<file path="src/rtl/ram_arb_pkg.sv">
// ram_arb_pkg: shared types for the single-port RAM arbiter.
// Requester ids, read-tracking stage record and the read-latency ceiling.
package ram_arb_pkg;

  typedef enum logic {
    REQ_A = 1'b0,
    REQ_B = 1'b1
  } req_id_t;

  typedef struct packed {
    logic    valid;
    req_id_t owner;
  } track_t;

  localparam int MAX_RD_LAT = 3;

endpackage

</file>
<file path="src/rtl/ram_arb_rr.sv">
// ram_arb_rr: two-way round-robin grant picker (bit0 = A, bit1 = B).
// Ports: req_i, last_gnt_i (side granted most recently) in; gnt_o out.
// RAM_ARB_PRIO_A_EN: A has strict priority and last_gnt_i is ignored.
module ram_arb_rr
  import ram_arb_pkg::*;
(
  input  logic [1:0] req_i,
  input  req_id_t    last_gnt_i,
  output logic [1:0] gnt_o
);

`ifdef RAM_ARB_PRIO_A_EN
  logic unused_last;
  assign unused_last = last_gnt_i;

  always_comb begin
    gnt_o = 2'b00;
    if (req_i[0]) begin
      gnt_o = 2'b01;
    end else if (req_i[1]) begin
      gnt_o = 2'b10;
    end
  end
`else
  always_comb begin
    gnt_o = 2'b00;
    unique case (req_i)
      2'b01:   gnt_o = 2'b01;
      2'b10:   gnt_o = 2'b10;
      // contention: the side that did not win last time goes now
      2'b11:   gnt_o = (last_gnt_i == REQ_B) ? 2'b01 : 2'b10;
      default: gnt_o = 2'b00;
    endcase
  end
`endif

endmodule

</file>
<file path="src/rtl/ram_1port_arbiter.sv">
// ram_1port_arbiter: shares one single-port RAM between requesters A and B.
// Ports: a_*/b_* request/grant/read-return per side, ram_* to the RAM,
// sys_clk/sys_rst (async active-high). RAM_ARB_PRIO_A_EN: A strict priority.
module ram_1port_arbiter
  import ram_arb_pkg::*;
#(
  parameter int ADDR_W = 5,
  parameter int DATA_W = 8,
  parameter int RD_LAT = 1
) (
  input  logic              sys_clk,
  input  logic              sys_rst,
  input  logic              a_req,
  input  logic              a_we,
  input  logic [ADDR_W-1:0] a_addr,
  input  logic [DATA_W-1:0] a_wdata,
  output logic              a_gnt,
  output logic              a_rvalid,
  output logic [DATA_W-1:0] a_rdata,
  input  logic              b_req,
  input  logic              b_we,
  input  logic [ADDR_W-1:0] b_addr,
  input  logic [DATA_W-1:0] b_wdata,
  output logic              b_gnt,
  output logic              b_rvalid,
  output logic [DATA_W-1:0] b_rdata,
  output logic              ram_en,
  output logic              ram_we,
  output logic [ADDR_W-1:0] ram_addr,
  output logic [DATA_W-1:0] ram_wr_data,
  input  logic [DATA_W-1:0] ram_rd_data
);

  if (RD_LAT < 1 || RD_LAT > MAX_RD_LAT) begin : g_bad_lat
    $error("ram_1port_arbiter: RD_LAT out of range");
  end

  logic [1:0]        req;
  logic [1:0]        gnt_raw;
  logic [1:0]        gnt;
  req_id_t           last_gnt_q;
  track_t            pipe_d;
  track_t            pipe_q [RD_LAT];
  logic [DATA_W-1:0] a_rdata_q;
  logic [DATA_W-1:0] b_rdata_q;
  track_t            tail;

  assign req = {b_req, a_req};

  ram_arb_rr u_rr (
    .req_i      (req),
    .last_gnt_i (last_gnt_q),
    .gnt_o      (gnt_raw)
  );

  // grants are combinational, so reset must mask them directly
  assign gnt   = gnt_raw & {2{~sys_rst}};
  assign a_gnt = gnt[0];
  assign b_gnt = gnt[1];

  always_comb begin
    ram_en      = 1'b0;
    ram_we      = 1'b0;
    ram_addr    = '0;
    ram_wr_data = '0;
    unique case (1'b1)
      gnt[0]: begin
        ram_en      = 1'b1;
        ram_we      = a_we;
        ram_addr    = a_addr;
        ram_wr_data = a_wdata;
      end
      gnt[1]: begin
        ram_en      = 1'b1;
        ram_we      = b_we;
        ram_addr    = b_addr;
        ram_wr_data = b_wdata;
      end
      default: ;
    endcase
  end

`ifdef RAM_ARB_PRIO_A_EN
  assign last_gnt_q = REQ_B;
`else
  req_id_t last_gnt_d;

  always_comb begin
    last_gnt_d = last_gnt_q;
    if (gnt[0]) begin
      last_gnt_d = REQ_A;
    end else if (gnt[1]) begin
      last_gnt_d = REQ_B;
    end
  end

  always_ff @(posedge sys_clk or posedge sys_rst) begin
    if (sys_rst) begin
      last_gnt_q <= REQ_B;
    end else begin
      last_gnt_q <= last_gnt_d;
    end
  end
`endif

  // one stage per cycle of RAM latency; the tail lines up with rd_data
  always_comb begin
    pipe_d       = '0;
    pipe_d.valid = ram_en & ~ram_we;
    pipe_d.owner = gnt[1] ? REQ_B : REQ_A;
  end

  always_ff @(posedge sys_clk or posedge sys_rst) begin
    if (sys_rst) begin
      for (int i = 0; i < RD_LAT; i++) begin
        pipe_q[i] <= '0;
      end
    end else begin
      pipe_q[0] <= pipe_d;
      for (int i = 1; i < RD_LAT; i++) begin
        pipe_q[i] <= pipe_q[i-1];
      end
    end
  end

  assign tail     = pipe_q[RD_LAT-1];
  assign a_rvalid = tail.valid & (tail.owner == REQ_A);
  assign b_rvalid = tail.valid & (tail.owner == REQ_B);

  always_ff @(posedge sys_clk or posedge sys_rst) begin
    if (sys_rst) begin
      a_rdata_q <= '0;
      b_rdata_q <= '0;
    end else begin
      if (a_rvalid) a_rdata_q <= ram_rd_data;
      if (b_rvalid) b_rdata_q <= ram_rd_data;
    end
  end

  // live RAM data on the rvalid cycle, the captured copy afterwards
  assign a_rdata = a_rvalid ? ram_rd_data : a_rdata_q;
  assign b_rdata = b_rvalid ? ram_rd_data : b_rdata_q;

endmodule

</file>
<file path="config.mk">
export PLATFORM = sky130hd
export DESIGN_NAME = ram_1port_arbiter
export DESIGN_NICKNAME = d
export VERILOG_FILES = /design/src/rtl/ram_arb_pkg.sv /design/src/rtl/ram_arb_rr.sv /design/src/rtl/ram_1port_arbiter.sv
export SDC_FILE = /design/constraint.sdc
export NUM_CORES = 1
export LEC_CHECK = 0
export CAP_MARGIN = 40
export CORE_UTILIZATION = 36
export DETAILED_ROUTE_END_ITERATION = 7
export PLACE_DENSITY = 0.85
export SYNTH_ARGS = -nofsm -noshare
export SYNTH_HDL_FRONTEND = slang
export SYNTH_SLANG_ARGS = --single-unit
</file>
<file path="constraint.sdc">
create_clock -name sys_clk -period 3.85 [get_ports sys_clk]
set_clock_uncertainty 0.1 [all_clocks]
set_input_delay 0.77 -clock sys_clk [delete_from_list [all_inputs] [get_ports sys_clk]]
set_output_delay 0.77 -clock sys_clk [all_outputs]
set_load 0.01 [all_outputs]
</file>
Yosys cells after proc, flatten, opt, wreduce, memory -nomap -nowiden

Index checks and enable logic that the tools add are counted.
W data, S select, Z words.

Bitwise gates (word level): 7
Reductions and logical operators: 2
Equal/unequal tests: 3
Mux-type cells: 11

Operator list:

| cell                 | count |
|---|---|
| $mux W8              | 2 |
| $pmux W8 S2          | 1 |
| $pmux W5 S2          | 1 |
| $pmux W2 S3          | 1 |
| $eq A2 B2 Y1 const B | 2 |
| $mux W1              | 4 |
| $and A1 B1 Y1        | 3 |
| $not A1 Y1           | 3 |
| $and A2 B2 Y2        | 1 |
| $eq A2 B1 Y1 const B | 1 |
| $mux W2              | 1 |
| $pmux W1 S2          | 1 |
| $reduce_bool A2 Y1   | 1 |
| $reduce_or A2 Y1     | 1 |

Flip-flop bits (word level): 19
Word-level logic and storage cells: 28
Bits of input ports: 40
Output and inout bits: 35

Longest topological paths before layout

Gate-level depths: netlist (run 1).

Depth in word-level cells: 6
Depth in mapped cells: 5
Depth with buffers taken out: 3

By module

From an unflattened synthesis (run 1), not the netlist that was laid out.

Cells, all modules: 82
Area, all modules: 963.4 um2

Modules (own cells, without submodules):

| module            | cells each | times used | seq. area each (um2) | area each (um2) |
|---|---|---|---|---|
| ram_1port_arbiter | 79         | 1          | 476.7                | 944.7 |
| ram_arb_rr        | 3          | 1          | 0.0                  | 18.8 |

Worst setup path before layout (run 1)

Ideal clock, no wire load.

Kind: input -> output
Start: input sys_rst
End: output b_gnt
Cell stages on the path: 3
Slack: 1316 ps
Data arrival time: 1664 ps
Required time: 2980 ps
Path buffers: 1
Cell sequence: buf_4 > inv_1 > and2_2

Cells in the longest elaborated chain, start to end: 2

RTL lines:

| element         | line                    | source |
|---|---|---|
| start, declared | ram_1port_arbiter.sv:12 | `input logic sys_rst,` |
| $not A1 Y1      | ram_1port_arbiter.sv:57 | `assign gnt = gnt_raw & {2{~sys_rst}};` |
| $and A2 B2 Y2   | ram_1port_arbiter.sv:57 |  |
| end, declared   | ram_1port_arbiter.sv:24 | `output logic b_gnt,` |

No other way between the ends.

Worst setup path after layout (run 1)

Start: input b_req
End: output ram_wr_data[2]

Cells in the longest elaborated chain, start to end: 4
Elaborated cells on any way between the ends: 6
Those cells by class: eq/ne: 3; mux: 2; bitwise: 1

RTL lines:

| element                                      | line                    | source |
|---|---|---|
| start, declared                              | ram_1port_arbiter.sv:20 | `input logic b_req,` |
| $eq A2 B2 Y1 or $eq A2 B1 Y1 (tied branches) | ram_arb_rr.sv:27        | `unique case (req_i)` |
| $pmux W2 S3 *                                | ram_arb_rr.sv:27        |  |
| $and A2 B2 Y2 *                              | ram_1port_arbiter.sv:57 |  |
| $pmux W8 S2 *                                | ram_1port_arbiter.sv:66 | `unique case (1'b1)` |
| end, declared                                | ram_1port_arbiter.sv:30 | `output logic [DATA_W-1:0] ram_wr_data,` |

Every way passes the cells marked *; elsewhere a longest branch is shown, timed or not.

==> impl_summary.md, run 1 <==
Clock tree
The longest clock path from root to sink contains 2 buffers. Once the clock tree was built, the setup fixing pass inserted 0 buffers. CTS placed an instance of clkbuf_4 at the clock tree root. After clock tree synthesis, the repair step resized 0 gates. The TritonCTS clock tree is yes. Buffers inserted during clock tree synthesis total 3. The hold buffer count at cts is 0. The source-to-sink clock delay at the later pin of the worst-skew pair is 0.29 ns. Clock tree synthesis found a total of 19 sinks. The clock-pin slew on the worst setup and hold paths is 0.10 ns. The number of H-tree branching levels is 1.

Die
The starting utilization of the core area is 0.3899. In this run the vertical extent of the chip is 54.50 µm. The total die area is 0.002970 mm².

After floorplanning, the core was sized to cover 0.002545 mm². The floorplan has 18 rows. During I/O placement, the number of pins put on the boundary was 75. Measured along the x axis, the die boundary spans 54.50 µm.

Yosys
The net count after synthesis is 126. The sequential area share after synthesis is 0.4805. The total of warnings raised by yosys is 0. The gate count after technology mapping is 86.

The number of flip-flops and latches in the synthesized netlist is 19. The distinct cell type count of the synthesized netlist is 18. The netlist area before placement is 992.2 µm². By area the synthesized netlist is led by dfrtp_1 (45%), mux2_2 (18%), a32oi_1 (12%). The cell accounting for the most synthesized area is dfrtp_1.

The average instance in the mapped netlist occupies 11.54 µm². Of the post-synthesis cell area, the dominant cell type holds 0.4540.

Timing
Setup repair after global routing left no endpoint under its margin. The minimum clock period is 3.446 ns. Dividing the final minimum period by the clock period gives 0.8950. For the pin with the worst max-slew slack, the measured transition is roughly 0.8 ns. The total count of max-transition violations in the final report was 0. The number of hold-slack violations in the final timing report is 0.

For this run, the top clock speed supported by timing is about 290 MHz. Headroom to the max-slew limit came out at 0.4498. The setup total negative slack is 0 ns. The number of endpoints failing setup at the final stage is 0.

Finish
Counting the fill cells in the layout gives 197. The fraction of final layout cells with drive strength greater than 1 is 0.1635. The number of diodes added for antenna fixing is 0. The cell area after layout is approximately 0.0018 mm².

The area growth from synthesis to layout is 76.54%. The library cell used most frequently in the layout, excluding fill and tap cells, is clkdlybuf4s50_1. The final net count is 200.

The library cells used most frequently in the layout, excluding fill and tap cells, are clkdlybuf4s50_1 (74), nor2_1 (18), dfrtp_1 (18). Leaving out filler cells and counting taps, the final layout contains 189.

Worst setup path
The startpoint identified for the worst register-to-register timing path is pipe_q[0]. Broken down by cell family, the worst path's largest delay share belongs to buffers and inverters. Traced cell by cell, the critical path runs through clkdlybuf4s50_1, a21boi_4, a32oi_1, nor2_1, clkdlybuf4s50_1. The worst setup path is captured at an output pin. By instance count, the cell type seen most on the critical path is clkdlybuf4s50_1. The data arrival at the endpoint of the critical path is roughly 2.6 ns.

The worst setup path is launched from an input pin. The internal reg-to-reg setup slack is roughly 2.2 ns. Together, buffers and inverters on the worst path number 2. The origin of the worst setup path is b_req.

The maximum cell stage delay along the critical path is roughly 0.57 ns. The kind of critical path is input pin to output pin. The slowest stage of the critical path belongs to the cell clkdlybuf4s50_1. The number of cells on the worst reg-to-reg path is 2. The endpoint identified for the worst register-to-register timing path is a_rdata_q[4]. The highest net fanout along the worst path is 16. For the worst setup path, the data required time is just under 3 ns.

Route
The count of nets left with antenna violations after detail routing is 0. After the first detailed-routing iteration, the DRC count stood at 13. The total wire length is 2688 µm. For this block, the via count after detailed routing is 983.

The first-pass detailed-route iteration total is 5. The number of remaining DRC errors is 0. The number of vias per cell after detailed routing is about 5.2. The average routed wire per standard cell is 14.22 µm.

Outcome
The flow ran to the end, and the final reports show no timing, DRC or antenna violations.

Power
The share of total power dissipated in the clock network is 0.137. The part of the total power dissipated in sequential elements is 0.390. Of the total power, combinational logic draws 0.473. In this run the power spent charging and discharging nets is approximately 0.0002 W. The standby leakage power is 0.7012 nW. Power spread over the standard cell area amounts to around 400 mW/mm². Of the total power, the share spent switching nets is 0.2856.

The peak supply drop is ~0.29 mV. The internal power of the cells totals 0.0004994 W.

Placed design
The detailed placement HPWL is 2122 µm. The routability-driven placement congestion ratio is 0.6485. The number of placed instances, taps included, is 185. The post-placement cell area is approximately 0.0017 mm². Input and output buffers added on the ports amount to 74.

Global routing
The total global routing track utilization is 0.1814. The via count of the first global-routing pass is 895. The met2 capacity usage during global routing is 0.3333. In the global route stage, met1 resource usage came out at 0.2014. The most heavily used metal layer in global routing is met2. The routing usage on met3 is 0.05000. The number of antenna violations at the first check in global routing is 0. The global-route wire length before repair is roughly 3800 µm.

The pin count of the biggest net entering global routing is 22. The remaining global-route overflow is 0.

Worst hold path
For hold timing, the worst endpoint is b_rdata_q[4]. The type of the tightest min-delay check is register to register. The cell depth of the worst min-delay path is 1.

The worst hold path startpoint is b_rdata_q[4].

Run
The number of max-cap violations is 0.
==> worst max-delay path by stage <==
stage,end,depth (start not counted),slack [ns]
after detailed placement,ram_wr_data[2],5,0.43
after global placement,ram_wr_data[3],5,0.48
after floorplan,b_gnt,3,1.32
after global routing,ram_addr[3],5,0.31
final,ram_wr_data[2],5,0.40
after CTS,ram_wr_data[2],5,0.42
==> cell usage after synthesis (all sizes together) <==
cell type  number
buf             5
nor2           18
nand2           3
a32oi          14
inv             2
a21oi           1
dfrtp          18
nor2b           1
o31ai           1
mux2           16
a21boi          1
nand2b          1
dfstp           1
clkbuf          2
a31oi           1
and2            1
==> state kept, by name, indices dropped and copies added (netlist names) <==
register,cells
b_rdata_q,8
pipe_q,2
a_rdata_q,8
last_gnt_q,1
==> layer usage <==
layer	wire length [µm]	part of all wire
met3	232	0.086
met1	1088	0.40
met5	0	0
met4	8	0.0030
met2	1359	0.51
==> power groups by stage <==
stage               Sequential (W)  Clock (W)  Combinational (W)
floorplan                 0.000271          0           0.000152
global placement          0.000274          0           0.000326
detailed placement        0.000277          0           0.000334
CTS                       0.000273  0.0000998           0.000335
global route              0.000279   0.000111           0.000358
finish                    0.000272  0.0000958           0.000331
==> metrics by stage <==
stage | hold WS [ns] | setup WS, ns | util | power (W)
3_3_place_gp | 0.3772 | 0.4834 | 0.6775 | 0.0005996
4_1_cts | 0.4067 | 0.4244 | 0.6883 | 0.0007073
2_1_floorplan | 0.4122 | 1.316 | - | 0.0004234
3_5_place_dp | 0.3838 | 0.4344 | 0.6775 | 0.0006110
6_report | 0.4062 | 0.4042 | 0.6883 | 0.0006990
5_1_grt | 0.4257 | 0.3078 | 0.6883 | 0.0007472
==> cell type report <==
type	count	area, µm²	area share
timing repair buffer	76	755.7	0.4314
sequential	19	476.7	0.2721
multi-input combinational	58	446.7	0.2550
tap	30	37.54	0.02143
clock buffer	3	22.52	0.01286
inverter	2	7.507	0.004286
clock inverter	1	5.005	0.002857
==> cells by family after synthesis <==
logic type             after synthesis  share of synthesized area
flip-flops                          19                     0.4805
buffers and inverters                9                    0.06936
multiplexers                        16                     0.1816
AO/OA/AOI/OAI                       18                     0.1614
AND/OR/NAND/NOR                     24                     0.1072
==> worst reg2reg max path, cell delays in order (launching register included) <==
cell     delay [ns]
dfrtp_1        0.39
nor2b_1        0.64
mux2_2         0.43
(Power assumes the default switching activity.)
==> run 2: changes to the inputs <==
- PLACE_DENSITY: 0.85 -> 0.93
==> impl_summary.md, run 2 (synthesized netlist as in run 1, its figures left out) <==
Global routing
The pin count of the biggest net entering global routing is 22 (unchanged). The number of antenna violations at the first check in global routing is 0 (unchanged). The global-route wire length before repair is 3946 µm (+3.1%).

The via count of the first global-routing pass came to 954 (+6.6%). The remaining global-route overflow is 0 (unchanged). The total global routing track utilization was 0.1852 (+0.003854).

Worst setup path
In this run the worst setup path begins at b_req. The internal reg-to-reg setup slack is 2.18 ns (about the same). The required time of the worst setup path is 2.98 ns (about the same). The highest net fanout along the worst path was 16 (unchanged). In this run the critical register-to-register path is captured at a_rdata_q[2]. The worst setup path is captured at an output pin. The launching element type of the critical path is an input pin.

The depth of the most critical reg-to-reg path came to 2 (unchanged). The kind of critical path is input pin to output pin. The data arrival at the endpoint of the critical path was 2.59 ns (about the same). The worst register-to-register path begins at pipe_q[0].

Route
The average routed wire per standard cell is 14.59 µm (+2.6%). The first-pass detailed-route iteration total is 4 (-1). The via count is 1,005 (+2.2%). The DRC violation total after the first TritonRoute iteration was 12 (-1). The total wire length is 2772 µm (+3.1%). The count of nets left with antenna violations after detail routing is 0 (unchanged). The number of vias per cell after detailed routing is 5.289 (+1.7%).

The number of remaining DRC errors is 0 (unchanged).

Finish
The largest registers in the layout are a_rdata_q (8), b_rdata_q (8), pipe_q (2). The multi-input logic area is 446.7 µm² (unchanged). The count of filler cells inserted in the layout was 192 (-2.5%). The final net count is 201 (+0.50%).

The fraction of final layout cells with drive strength greater than 1 came to 0.1625 (-0.001022). The commonest non-fill, non-tap cell in the layout is clkdlybuf4s50_1. Relative to the synthesized area, the layout overhead comes to 77.18%. The number of diodes added for antenna fixing is 0 (unchanged). The area of all sequential standard cells is 476.7 µm² (unchanged).

In the layout the commonest cells are clkdlybuf4s50_1 (74), nor2_1 (18), dfrtp_1 (18).

Placed design
The count of input and output buffers is 74 (unchanged). The routability-driven placement congestion ratio came to 0.7734 (+19%). The detailed placement HPWL is 2258 µm (+6.4%).

Timing
The share of the clock period used by the worst path is 0.8987 (+0.003682). The number of hold-slack violations in the final timing report is 0 (unchanged). The achievable clock frequency was 289.0 MHz (-0.41%). The number of endpoints failing setup at the final stage is 0 (unchanged). The minimum clock period came to 3.460 ns (+0.01418 ns). The worst slew slack as a fraction of its limit is 0.4549 (+0.005069). The worst-margin pin slew is 0.8160 ns (-0.007587 ns). The setup total negative slack is 0 ns (unchanged). The total count of max-transition violations in the final report is 0 (unchanged).

Setup repair after global routing left no endpoint under its margin.

Die
The total die area is 0.002970 mm² (unchanged). The I/O pin total is 75 (unchanged). The number of rows created at floorplan is 18 (unchanged). The area of the core is 0.002545 mm² (unchanged). The die boundary height is 54.50 µm (unchanged).

The x dimension of the die is 54.50 µm (unchanged). The starting utilization of the core area was 0.3899 (unchanged).

Clock tree
The number of buffers created by CTS is 3 (unchanged). The TritonCTS sink count was 19 (unchanged). The number of H-tree branching levels is 1 (unchanged).

The number of setup buffers added after CTS was 0 (unchanged). The number of cells upsized or downsized after cts is 0 (unchanged). The maximum clock insertion buffer count is 2 (unchanged). The clock-pin slew on the worst setup and hold paths is 0.09 ns (about the same). The source-to-sink clock delay at the later pin of the worst-skew pair is 0.28 ns (about the same). The TritonCTS clock tree is yes. The hold buffer count at cts is 0 (unchanged). The tree is rooted in a clkbuf_4.

Worst hold path
The cell depth of the worst min-delay path was 1 (unchanged). The startpoint identified for the worst hold timing path is b_rdata_q[3]. The min-delay analysis places its worst path in the category register to register. The worst hold path endpoint is b_rdata_q[3].

Power
The internal cell power is 0.0005020 W (+0.53%). The power per unit of standard cell area is 399.8 mW/mm² (+0.19%). The power after layout was 0.0007029 W (+0.55%). The switching power total is 0.0002008 W (+0.60%).

The share of total power in the clock network is 0.134 (-0.003). The switching fraction of total power came to 0.2857 (about the same). The part of the total power dissipated in sequential elements is 0.388 (-0.002). The standby leakage power is 0.7032 nW (+0.30%).

The peak supply drop is 0.2690 mV (-7.9%). The share of total power in combinational logic was 0.478 (+0.005).

Run
The number of max-cap violations is 0 (unchanged).

Outcome
The flow ran to the end, and the final reports show no timing, DRC or antenna violations.
-- run 2: changes by cell type in the layout (fill, tap and decap cells not counted) --
| cell | delta |
|---|---|
| clkbuf_1 | +1 |
| buf_4 | +1 |
| clkinv_2 | -1 |
-- run 2: how the worst max path moves through the flow --
stage,end,slack [ns],depth (start not counted)
2_1_floorplan,b_gnt,1.32,3
3_3_place_gp,b_gnt,0.50,4
3_5_place_dp,ram_wr_data[0],0.39,5
4_1_cts,ram_wr_data[0],0.40,5
5_1_grt,ram_wr_data[0],0.30,5
6_report,ram_wr_data[6],0.39,5
-- run 2: per-stage QoR --
| stage | area (µm²) | utilization | hold WS (ns) | setup slack, ns | instances |
|---|---|---|---|---|---|
| after CTS | 1758 | 0.6908 | 0.4095 | 0.3970 | 190 |
| after global routing | 1758 | 0.6908 | 0.4262 | 0.2975 | 190 |
| after detailed placement | 1732 | 0.6804 | 0.3861 | 0.3947 | 186 |
| after floorplan | 992.2 | - | 0.4122 | 1.316 | 86 |
| final | 1758 | 0.6908 | 0.4046 | 0.3900 | 190 |
| after global placement | 1732 | 0.6804 | 0.3780 | 0.5011 | 186 |
-- run 2: power groups by stage --
stage | combinational (W) | sequential (W) | clock, W
2_1_floorplan | 0.000152 | 0.000271 | 0
3_3_place_gp | 0.000327 | 0.000274 | 0
3_5_place_dp | 0.000338 | 0.000278 | 0
4_1_cts | 0.000339 | 0.000274 | 0.0000987
5_1_grt | 0.000358 | 0.000279 | 0.000106
6_report | 0.000336 | 0.000273 | 0.0000942
-- run 2: area by class of cell --
type,instances,share of cell area
Clock buffer,4,0.01495
Inverter,2,0.004270
Multi-Input combinational cell,58,0.2541
Sequential cell,19,0.2712
Tap cell,30,0.02135
Timing Repair Buffer,77,0.4342
-- run 2: worst max-delay path, cell delays in order --
cell             delay, ns
clkdlybuf4s50_1       0.59
a21boi_4              0.43
a32oi_1               0.13
nor2_1                0.11
clkdlybuf4s50_1       0.55
-- run 2: metal layers --
metal	vias up	wire length, µm	track usage
met5	-	0	0
met4	0	0	0.02564
met3	0	301	0.05556
met2	66	1387	0.3394
met1	475	1083	0.2143
li1	464	-	-
==> run 3: changes to the inputs <==
- CTS_CLUSTER_DIAMETER: default -> 100
- MAX_ROUTING_LAYER: default -> met4
==> impl_summary.md, run 3 (synthesized netlist as in run 1, its figures left out) <==
Power
The standby leakage power is 0.7032 nW (unchanged). The switching power total is 0.0002010 W (+0.11%). The switching fraction of total power came to 0.2859 (about the same). The peak supply drop was 0.2693 mV (+0.13%). The share of total power in the clock network is 0.134 (about the same). The part of the total power dissipated in sequential elements is 0.388 (about the same). The power after layout is 0.0007031 W (about the same). The share of total power in combinational logic is 0.478 (about the same). The internal cell power is 0.0005020 W (about the same). The power per unit of standard cell area was 399.9 mW/mm² (about the same).

Die
The area of the core is 0.002545 mm² (unchanged). The number of rows created at floorplan came to 18 (unchanged). The starting utilization of the core area is 0.3899 (unchanged). The total die area is 0.002970 mm² (unchanged). The I/O pin total was 75 (unchanged).

The die boundary height is 54.50 µm (unchanged). The x dimension of the die is 54.50 µm (unchanged).

Clock tree
TritonCTS built the clock tree. The number of H-tree branching levels was 1 (unchanged). The maximum clock insertion buffer count is 2 (unchanged).

The TritonCTS sink count is 19 (unchanged). The number of buffers created by CTS is 3 (unchanged). The hold buffer count at cts is 0 (unchanged). The clock-pin slew on the worst setup and hold paths is 0.09 ns (about the same). The number of setup buffers added after CTS is 0 (unchanged).

The number of cells upsized or downsized after cts is 0 (unchanged). The root cell of the clock tree is clkbuf_4. The source-to-sink clock delay at the later pin of the worst-skew pair is 0.28 ns (about the same).

Timing
The worst slew slack as a fraction of its limit came to 0.4516 (-0.003342). The minimum clock period is 3.466 ns (+0.006126 ns). The setup total negative slack is 0 ns (unchanged). The worst-margin pin slew is 0.8210 ns (+0.005003 ns).

The number of endpoints failing setup at the final stage came to 0 (unchanged). The total count of max-transition violations in the final report was 0 (unchanged). The achievable clock frequency is 288.5 MHz (-0.18%).

Setup repair after global routing left no endpoint under its margin. The share of the clock period used by the worst path is 0.9003 (+0.001591). The number of hold-slack violations in the final timing report is 0 (unchanged). The hold slack is 0.4046 ns (-0.000008000 ns).

Worst setup path
The origin of the worst setup path is b_req. The endpoint class of the critical path is an output pin. The internal reg-to-reg setup slack is 2.17 ns (about the same). The critical path capture point is ram_wr_data[0]. In this run the critical register-to-register path is launched from pipe_q[0]. The highest net fanout along the worst path is 16 (unchanged).

The required time of the worst setup path was 2.98 ns (about the same). The depth of the most critical reg-to-reg path is 2 (unchanged). The data arrival at the endpoint of the critical path is 2.60 ns (about the same).

The worst setup path is of the input pin to output pin kind. The endpoint of the lowest-slack register-to-register path is a_rdata_q[3]. STA classifies the critical path startpoint as an input pin.

Finish
The fraction of final layout cells with drive strength greater than 1 is 0.1625 (unchanged). The area growth from synthesis to layout is 77.18% (unchanged). The commonest non-fill, non-tap cell in the layout is clkdlybuf4s50_1.

Leaving out fill and tap cells, the most frequent cells in the layout are clkdlybuf4s50_1 (74), nor2_1 (18), dfrtp_1 (18). The number of diodes added for antenna fixing is 0 (unchanged). The largest registers in the layout are a_rdata_q (8), b_rdata_q (8), pipe_q (2). The final standard cell utilization of the core is 0.6908 (unchanged). The count of filler cells inserted in the layout is 192 (unchanged). The final net count came to 201 (unchanged).

Route
The DRC violation total after the first TritonRoute iteration is 17 (+5). The number of vias per cell after detailed routing is 5.300 (+0.20%). The count of nets left with antenna violations after detail routing is 0 (unchanged). The average routed wire per standard cell is 14.68 µm (+0.61%). The via count came to 1,007 (+0.20%). The first-pass detailed-route iteration total came to 4 (unchanged). The number of remaining DRC errors is 0 (unchanged). The total wire length is 2789 µm (+0.61%).

Placed design
The count of input and output buffers was 74 (unchanged). The routability-driven placement congestion ratio came to 0.7840 (+1.4%). The detailed placement HPWL came to 2258 µm (unchanged).

Worst hold path
The min-delay analysis places its worst path in the category register to register.

Global routing
The remaining global-route overflow is 0 (unchanged). The global-route wire length before repair is 3946 µm (unchanged). The total global routing track utilization came to 0.1906 (+0.005312). The number of antenna violations at the first check in global routing is 0 (unchanged). The via count of the first global-routing pass is 954 (unchanged). The pin count of the biggest net entering global routing is 22 (unchanged).

Outcome
The run finished with clean final reports.

Run
The number of max-cap violations was 0 (unchanged).
==> run 3: worst min path at each step <==
stage	startpoint	end	cells past startpoint
CTS	b_rdata_q[3]	b_rdata_q[3]	1
global route	b_rdata_q[3]	b_rdata_q[3]	1
global placement	b_rdata_q[1]	b_rdata_q[1]	1
detailed placement	b_rdata_q[3]	b_rdata_q[3]	1
finish	b_rdata_q[3]	b_rdata_q[3]	1
floorplan	b_rdata_q[0]	b_rdata_q[0]	1
==> run 3: cell type report <==
cell class              instances  area, µm²  share of cell area
clock buffers                   4      26.28             0.01495
repair buffers                 77      763.2              0.4342
flip-flops and latches         19      476.7              0.2712
multi-input cells              58      446.7              0.2541
well taps                      30      37.54             0.02135
inverters                       2      7.507            0.004270
==> run 3: layer usage <==
layer / up-vias / global-route usage / share of wire
li1: 463 / - / -
met1: 478 / 0.2228 / 0.39
met2: 66 / 0.3394 / 0.50
met3: 0 / 0.04167 / 0.10
met4: 0 / 0.02564 / 0
met5: - / - / 0
==> run 3: metrics by stage <==
stage               instances  instance area, µm²  setup slack [ns]
global route              190                1758            0.2975
finish                    190                1758            0.3839
CTS                       190                1758            0.3970
global placement          186                1732            0.5011
detailed placement        186                1732            0.3947
floorplan                  86               992.2             1.316
==> run 3: power groups by stage <==
stage / sequential (W) / combinational, W / clock [W]
4_1_cts: 0.000274 / 0.000339 / 0.0000987
3_3_place_gp: 0.000274 / 0.000327 / 0
2_1_floorplan: 0.000271 / 0.000152 / 0
3_5_place_dp: 0.000278 / 0.000338 / 0
5_1_grt: 0.000279 / 0.000358 / 0.000106
6_report: 0.000273 / 0.000336 / 0.0000944
==> run 3: critical path, stage by stage <==
cell	delay, ns
clkdlybuf4s50_1	0.60
a21boi_4	0.44
a32oi_1	0.12
nor2_1	0.12
clkdlybuf4s50_1	0.55
